### src/rtl/regfile_mp_sb.sv
// Multi-port register file: NRD combinational read ports, two prioritised write ports,
// optional write-to-read bypass, optional hard-wired zero register and a per-register busy scoreboard.
module regfile_mp_sb #(
  parameter int XLEN     = 32,
  parameter int DEPTH    = 32,
  parameter int NRD      = 2,
  parameter int ZERO_REG = 1,
  parameter int BYPASS   = 1,
  localparam int AW      = $clog2(DEPTH)
) (
  input  logic                CLK,
  input  logic                areset,
  input  logic [NRD*AW-1:0]   RA,
  output logic [NRD*XLEN-1:0] RD,
  output logic [NRD-1:0]      RBUSY,
  input  logic                WE0,
  input  logic [AW-1:0]       WA0,
  input  logic [XLEN-1:0]     WD0,
  input  logic                WE1,
  input  logic [AW-1:0]       WA1,
  input  logic [XLEN-1:0]     WD1,
  input  logic                SET_EN,
  input  logic [AW-1:0]       SET_A
);

  logic [XLEN-1:0]  regs [DEPTH];
  logic [DEPTH-1:0] busy;
  logic [DEPTH-1:0] busy_next;
  logic             we0_eff;
  logic             we1_eff;
  logic             set_eff;

  // Anything aimed at the zero register is dropped before it reaches storage, scoreboard or bypass.
  assign we0_eff = WE0 && !(ZERO_REG != 0 && WA0 == '0);
  assign we1_eff = WE1 && !(ZERO_REG != 0 && WA1 == '0);
  assign set_eff = SET_EN && !(ZERO_REG != 0 && SET_A == '0);

  // NOTE: every variable driven in always_comb gets a default first so no latch is inferred.
  always_comb begin
    busy_next = busy;
    if (we0_eff) busy_next[WA0] = 1'b0;
    if (we1_eff) busy_next[WA1] = 1'b0;
    if (set_eff) busy_next[SET_A] = 1'b1;  // a new producer overrides the retiring one
  end

  // NOTE: the storage array is reset because software relies on all registers reading 0 after reset.
  // NOTE: sequential state uses non-blocking assignments so every reader sees pre-edge values.
  always_ff @(posedge CLK or negedge areset) begin
    if (!areset) begin
      for (int i = 0; i < DEPTH; i++) regs[i] <= '0;
      busy <= '0;
    end else begin
      if (we0_eff) regs[WA0] <= WD0;
      if (we1_eff) regs[WA1] <= WD1;  // port 1 wins an address collision
      busy <= busy_next;
    end
  end

  for (genvar p = 0; p < NRD; p++) begin : g_rd
    logic [AW-1:0]   ra;
    logic [XLEN-1:0] data;
    logic            bsy;

    assign ra = RA[p*AW +: AW];

    always_comb begin
      data = regs[ra];
      bsy  = busy[ra];
      // A bypassed write carries its data now, so the consumer need not wait on it.
      if (BYPASS != 0 && areset) begin
        if (we1_eff && WA1 == ra) begin
          data = WD1;
          bsy  = 1'b0;
        end else if (we0_eff && WA0 == ra) begin
          data = WD0;
          bsy  = 1'b0;
        end
      end
      if (ZERO_REG != 0 && ra == '0) begin
        data = '0;
        bsy  = 1'b0;
      end
    end

    assign RD[p*XLEN +: XLEN] = data;
    assign RBUSY[p]           = bsy;
  end

endmodule

### config.mk
export PLATFORM = sky130hd
export DESIGN_NAME = regfile_mp_sb
export DESIGN_NICKNAME = d
export VERILOG_FILES = /design/src/rtl/regfile_mp_sb.sv
export SDC_FILE = /design/constraint.sdc
export NUM_CORES = 2
export LEC_CHECK = 0
export CAP_MARGIN = 10
export CORE_ASPECT_RATIO = 0.5
export CORE_MARGIN = 5
export CORE_UTILIZATION = 50
export DETAILED_ROUTE_END_ITERATION = 7
export MAX_ROUTING_LAYER = met4
export PLACE_DENSITY_LB_ADDON = 0.2
export SLEW_MARGIN = 20
export SYNTH_ARGS = -nofsm -noshare
export SYNTH_HDL_FRONTEND = slang
export SYNTH_SLANG_ARGS = --single-unit
### constraint.sdc
create_clock -name CLK -period 8.2 [get_ports CLK]
set_clock_uncertainty 0.05 [all_clocks]
set_input_delay 1.64 -clock CLK [delete_from_list [all_inputs] [get_ports CLK]]
set_output_delay 1.64 -clock CLK [all_outputs]
set_load 0.03 [all_outputs]
==> metrics.md <==
| Metric | Value |
|---|---|
| EDFF count, synth | `0` |
| TritonCTS Buffers | `103` |
| Root Buffer Master | `clkbuf_16` |
| Slowest stage delay, CP | `750 ps` |
| Min Tclk post-route | `7250 ps` |
| Depth of the CTS H-tree | `3` |
| DIE WIDTH | `528 um` |
| Register bit total from synthesis | `1056` |
| Cell count after placement | `7989` |
| Grt ovf | `0` |
| Endpoints failing hold | `0` |
| Remaining DRCs | `0` |
| Achievable clock frequency | `138 MHz` |
| Crit Path Category | `input port to primary output` |
| Synth area leader | `dfrtp_1` |
| Starting Density | `50.2%` |
| Core area | `134000 sq um` |
| Buf/Inv on CP | `4` |
| PostCTS Resize Cnt | `0` |
| CP arrival | `5560 ps` |
| Via count | `57000` |
| Postcts setup bufs | `0` |
| Setup TNS after final layout | `0 ps` |
| Cell family with most CP delay | `simple AND/OR/NAND/NOR gates` |
| Area contributors post-synth | `dfrtp_1 39%, mux2i_1 19%, mux4_2 14%, a21oi_1 4.5%, o21ai_0 4.0%` |
| Critical R2R Launch | `regs[913]` |
| Row cnt | `95` |
| Top cells by count, synth | `1242 x mux2i_1, 1056 x dfrtp_1, 649 x nand2_1` |
| P_sw | `6.19 mW` |
| P&R area growth vs syn | `10.3%` |
| Worst-Margin Slew | `1220 ps` |
| I/O pins | `160` |
| Ys flop type | `dfrtp_1` |
| Syn Inst Count | `6641` |
| Pwr dens | `247 nW/um^2` |
| Pin count of the biggest net entering global routing | `145` |
| FFs w/ async S/R, synth | `100%` |
| End of the worst register-to-register path | `regs[913]` |
| Max-slew violation count | `0` |
| Crit-path cells | `clkdlybuf4s50_1, or3_1, or3_2, buf_4, and4_1, a21boi_2, buf_4, nand4_1, and3_1, buf_4` |
| Vias/cell | `6.95` |
| Hold Path Origin | `regs[992]` |
| Comb power frac | `29.1%` |
| Synth top area share | `39.4%` |
| Internal power | `12.1 mW` |
| R2R Setup Slk | `7290 ps` |
| Yosys warning count | `0` |
| Crit-path max FO | `40` |
| Initial DRC count | `9321` |
| Crit-path slowest cell | `a21boi_2` |
| CTS sink count | `1056` |
| Number of global-route vias before repair | `54700` |
| CTS Hold Bufs | `0` |
| Syn avg cell area | `10.1 sq um` |
| Length in cells of the worst reg-to-reg path | `2` |
| Routed WL | `287000 um` |
| Syn nets | `6735` |
| Maximum vdd drop | `0.182 mV` |
| DRT Pass-1 Iters | `7` |
| Switching portion of total power | `33.9%` |
| Crit path depth | `10` |
| RSZ-0062 raised after global routing | `false` |
| Final instance count without filler cells | `8200` |
| Clk slew on worst S/H paths | `60 ps` |
| Clock Latency Late Sink | `740 ps` |
| Total Routing Usage GR | `40.9%` |
| Hold path endpoint | `regs[992]` |
| Die height | `269 um` |
| Netlist cell types | `58` |
| HP Class | `register to register` |
| Status | `complete, no violations` |
| Final setup violation count | `0` |
| Part of the power in registers | `41.8%` |
| Post-synthesis sequential area ratio | `39.4%` |
| Startpoint Class | `input port` |
| Final period util | `88.4%` |
| Die area | `142000 sq um` |
| Clock Power Share | `29.1%` |
| Post-DP HPWL | `179000 um` |
| First-pass GRT wire length | `406000 um` |
| CP dominant cell by count | `buf_4` |
| Lkg Pwr | `32.4 nW` |
| Clk buf depth | `3` |
| Post-DRT Antenna Nets | `0` |
| Share of layout cells above drive strength 1 | `16.5%` |
| Routed len/inst | `35.1 um` |
| Worst Setup End Kind | `primary output` |
| Number of port buffers | `159` |
| Initial antenna violation count | `28` |
| Placer Congestion | `1.05` |
| Cells on Worst Hold Path | `0` |
| Worst path required time | `6510 ps` |
| Max-Cap Viols | `0` |
| Fillers | `11300` |
| CTS tree | `built` |
| Post-Syn Area | `67100 sq um` |
| Top-count cell post-synth | `mux2i_1` |
| NumNets Final | `6395` |
| CP startpoint | `WA1[2]` |
| Max_slew headroom | `18.7%` |
==> worst reg2reg max path, stage by stage (launching register included) <==
cell and delay [ps]:
dfrtp_1 400, mux2i_1 150, o21ai_0 130
==> layout by cell type (no fill, tap or decap), types with 22 or more instances in the layout <==
| cell | instances |
|---|---|
| a21oi_1 | 606 |
| a22o_1 | 76 |
| a22oi_1 | 86 |
| and3_1 | 41 |
| buf_12 | 48 |
| buf_4 | 246 |
| clkbuf_16 | 104 |
| clkbuf_8 | 23 |
| clkdlybuf4s50_1 | 96 |
| dfrtp_1 | 1056 |
| diode_2 | 22 |
| mux2_2 | 77 |
| mux2i_1 | 1242 |
| mux4_2 | 406 |
| nand2_1 | 616 |
| nand2_2 | 25 |
| nand3_1 | 60 |
| nand4_1 | 40 |
| nor2_1 | 558 |
| nor2_4 | 30 |
| nor3_1 | 46 |
| o21ai_0 | 525 |
| o22ai_1 | 64 |
==> cell families after synthesis <==
logic type / share of synthesized area [%]
mux: 33.5
flops: 39.4
xor+xnor: 0.261
compound gates: 12.1
buf+inv: 5.31
simple gates: 9.50
==> state kept, by name, summed over array words and instances (netlist names) <==
signal	flops
busy	32
regs	1024
==> power groups by stage <==
| stage | clock network (mW) | logic [mW] | registers (mW) |
|---|---|---|---|
| after floorplan | 0 | 3.44 | 7.29 |
| after global placement | 0 | 5.02 | 7.53 |
| after detailed placement | 0 | 5.15 | 7.66 |
| after CTS | 5.34 | 5.16 | 7.57 |
| after global routing | 5.56 | 5.63 | 7.76 |
| final | 5.31 | 5.33 | 7.64 |
==> how the worst max path moves through the flow <==
stage	slack [ps]	endpoint
2_1_floorplan	2000	RD[16]
3_3_place_gp	870	RD[61]
3_5_place_dp	1060	RD[33]
4_1_cts	1050	RD[33]
5_1_grt	900	RD[43]
6_report	950	RD[33]
==> through the flow <==
| stage | area, sq um | util [%] | hold WS [ps] | power, mW | setup WS (ps) |
|---|---|---|---|---|---|
| after floorplan | 67100 | - | 391 | 10.7 | 2000 |
| after global placement | 70100 | 52.5 | 326 | 12.5 | 872 |
| after detailed placement | 70200 | 52.5 | 338 | 12.8 | 1060 |
| after CTS | 73900 | 55.3 | 353 | 18.1 | 1050 |
| after global routing | 74000 | 55.3 | 361 | 19.0 | 900 |
| final | 74000 | 55.3 | 349 | 18.3 | 948 |
==> per-layer routing <==
layer  up-vias  share of wire (%)  global-route usage, %
li1      23300                  -                      -
met1     28600                 39                   53.5
met4         0                4.0                   14.7
met5         -                  0                      -
met3       770                 17                   20.6
met2      4264                 40                   54.2
==> final cells by class <==
class,count,area [sq um],area share (%)
Antenna cell,22,55.1,0.0744
Clock buffer,144,2950,3.99
Clock inverter,44,712,0.962
Inverter,22,82.6,0.112
Multi-Input combinational cell,4713,37500,50.7
Sequential cell,1056,26400,35.7
Tap cell,1794,2240,3.03
Timing Repair Buffer,405,4010,5.42
No activity file was read; power rests on OpenSTA's default activity.
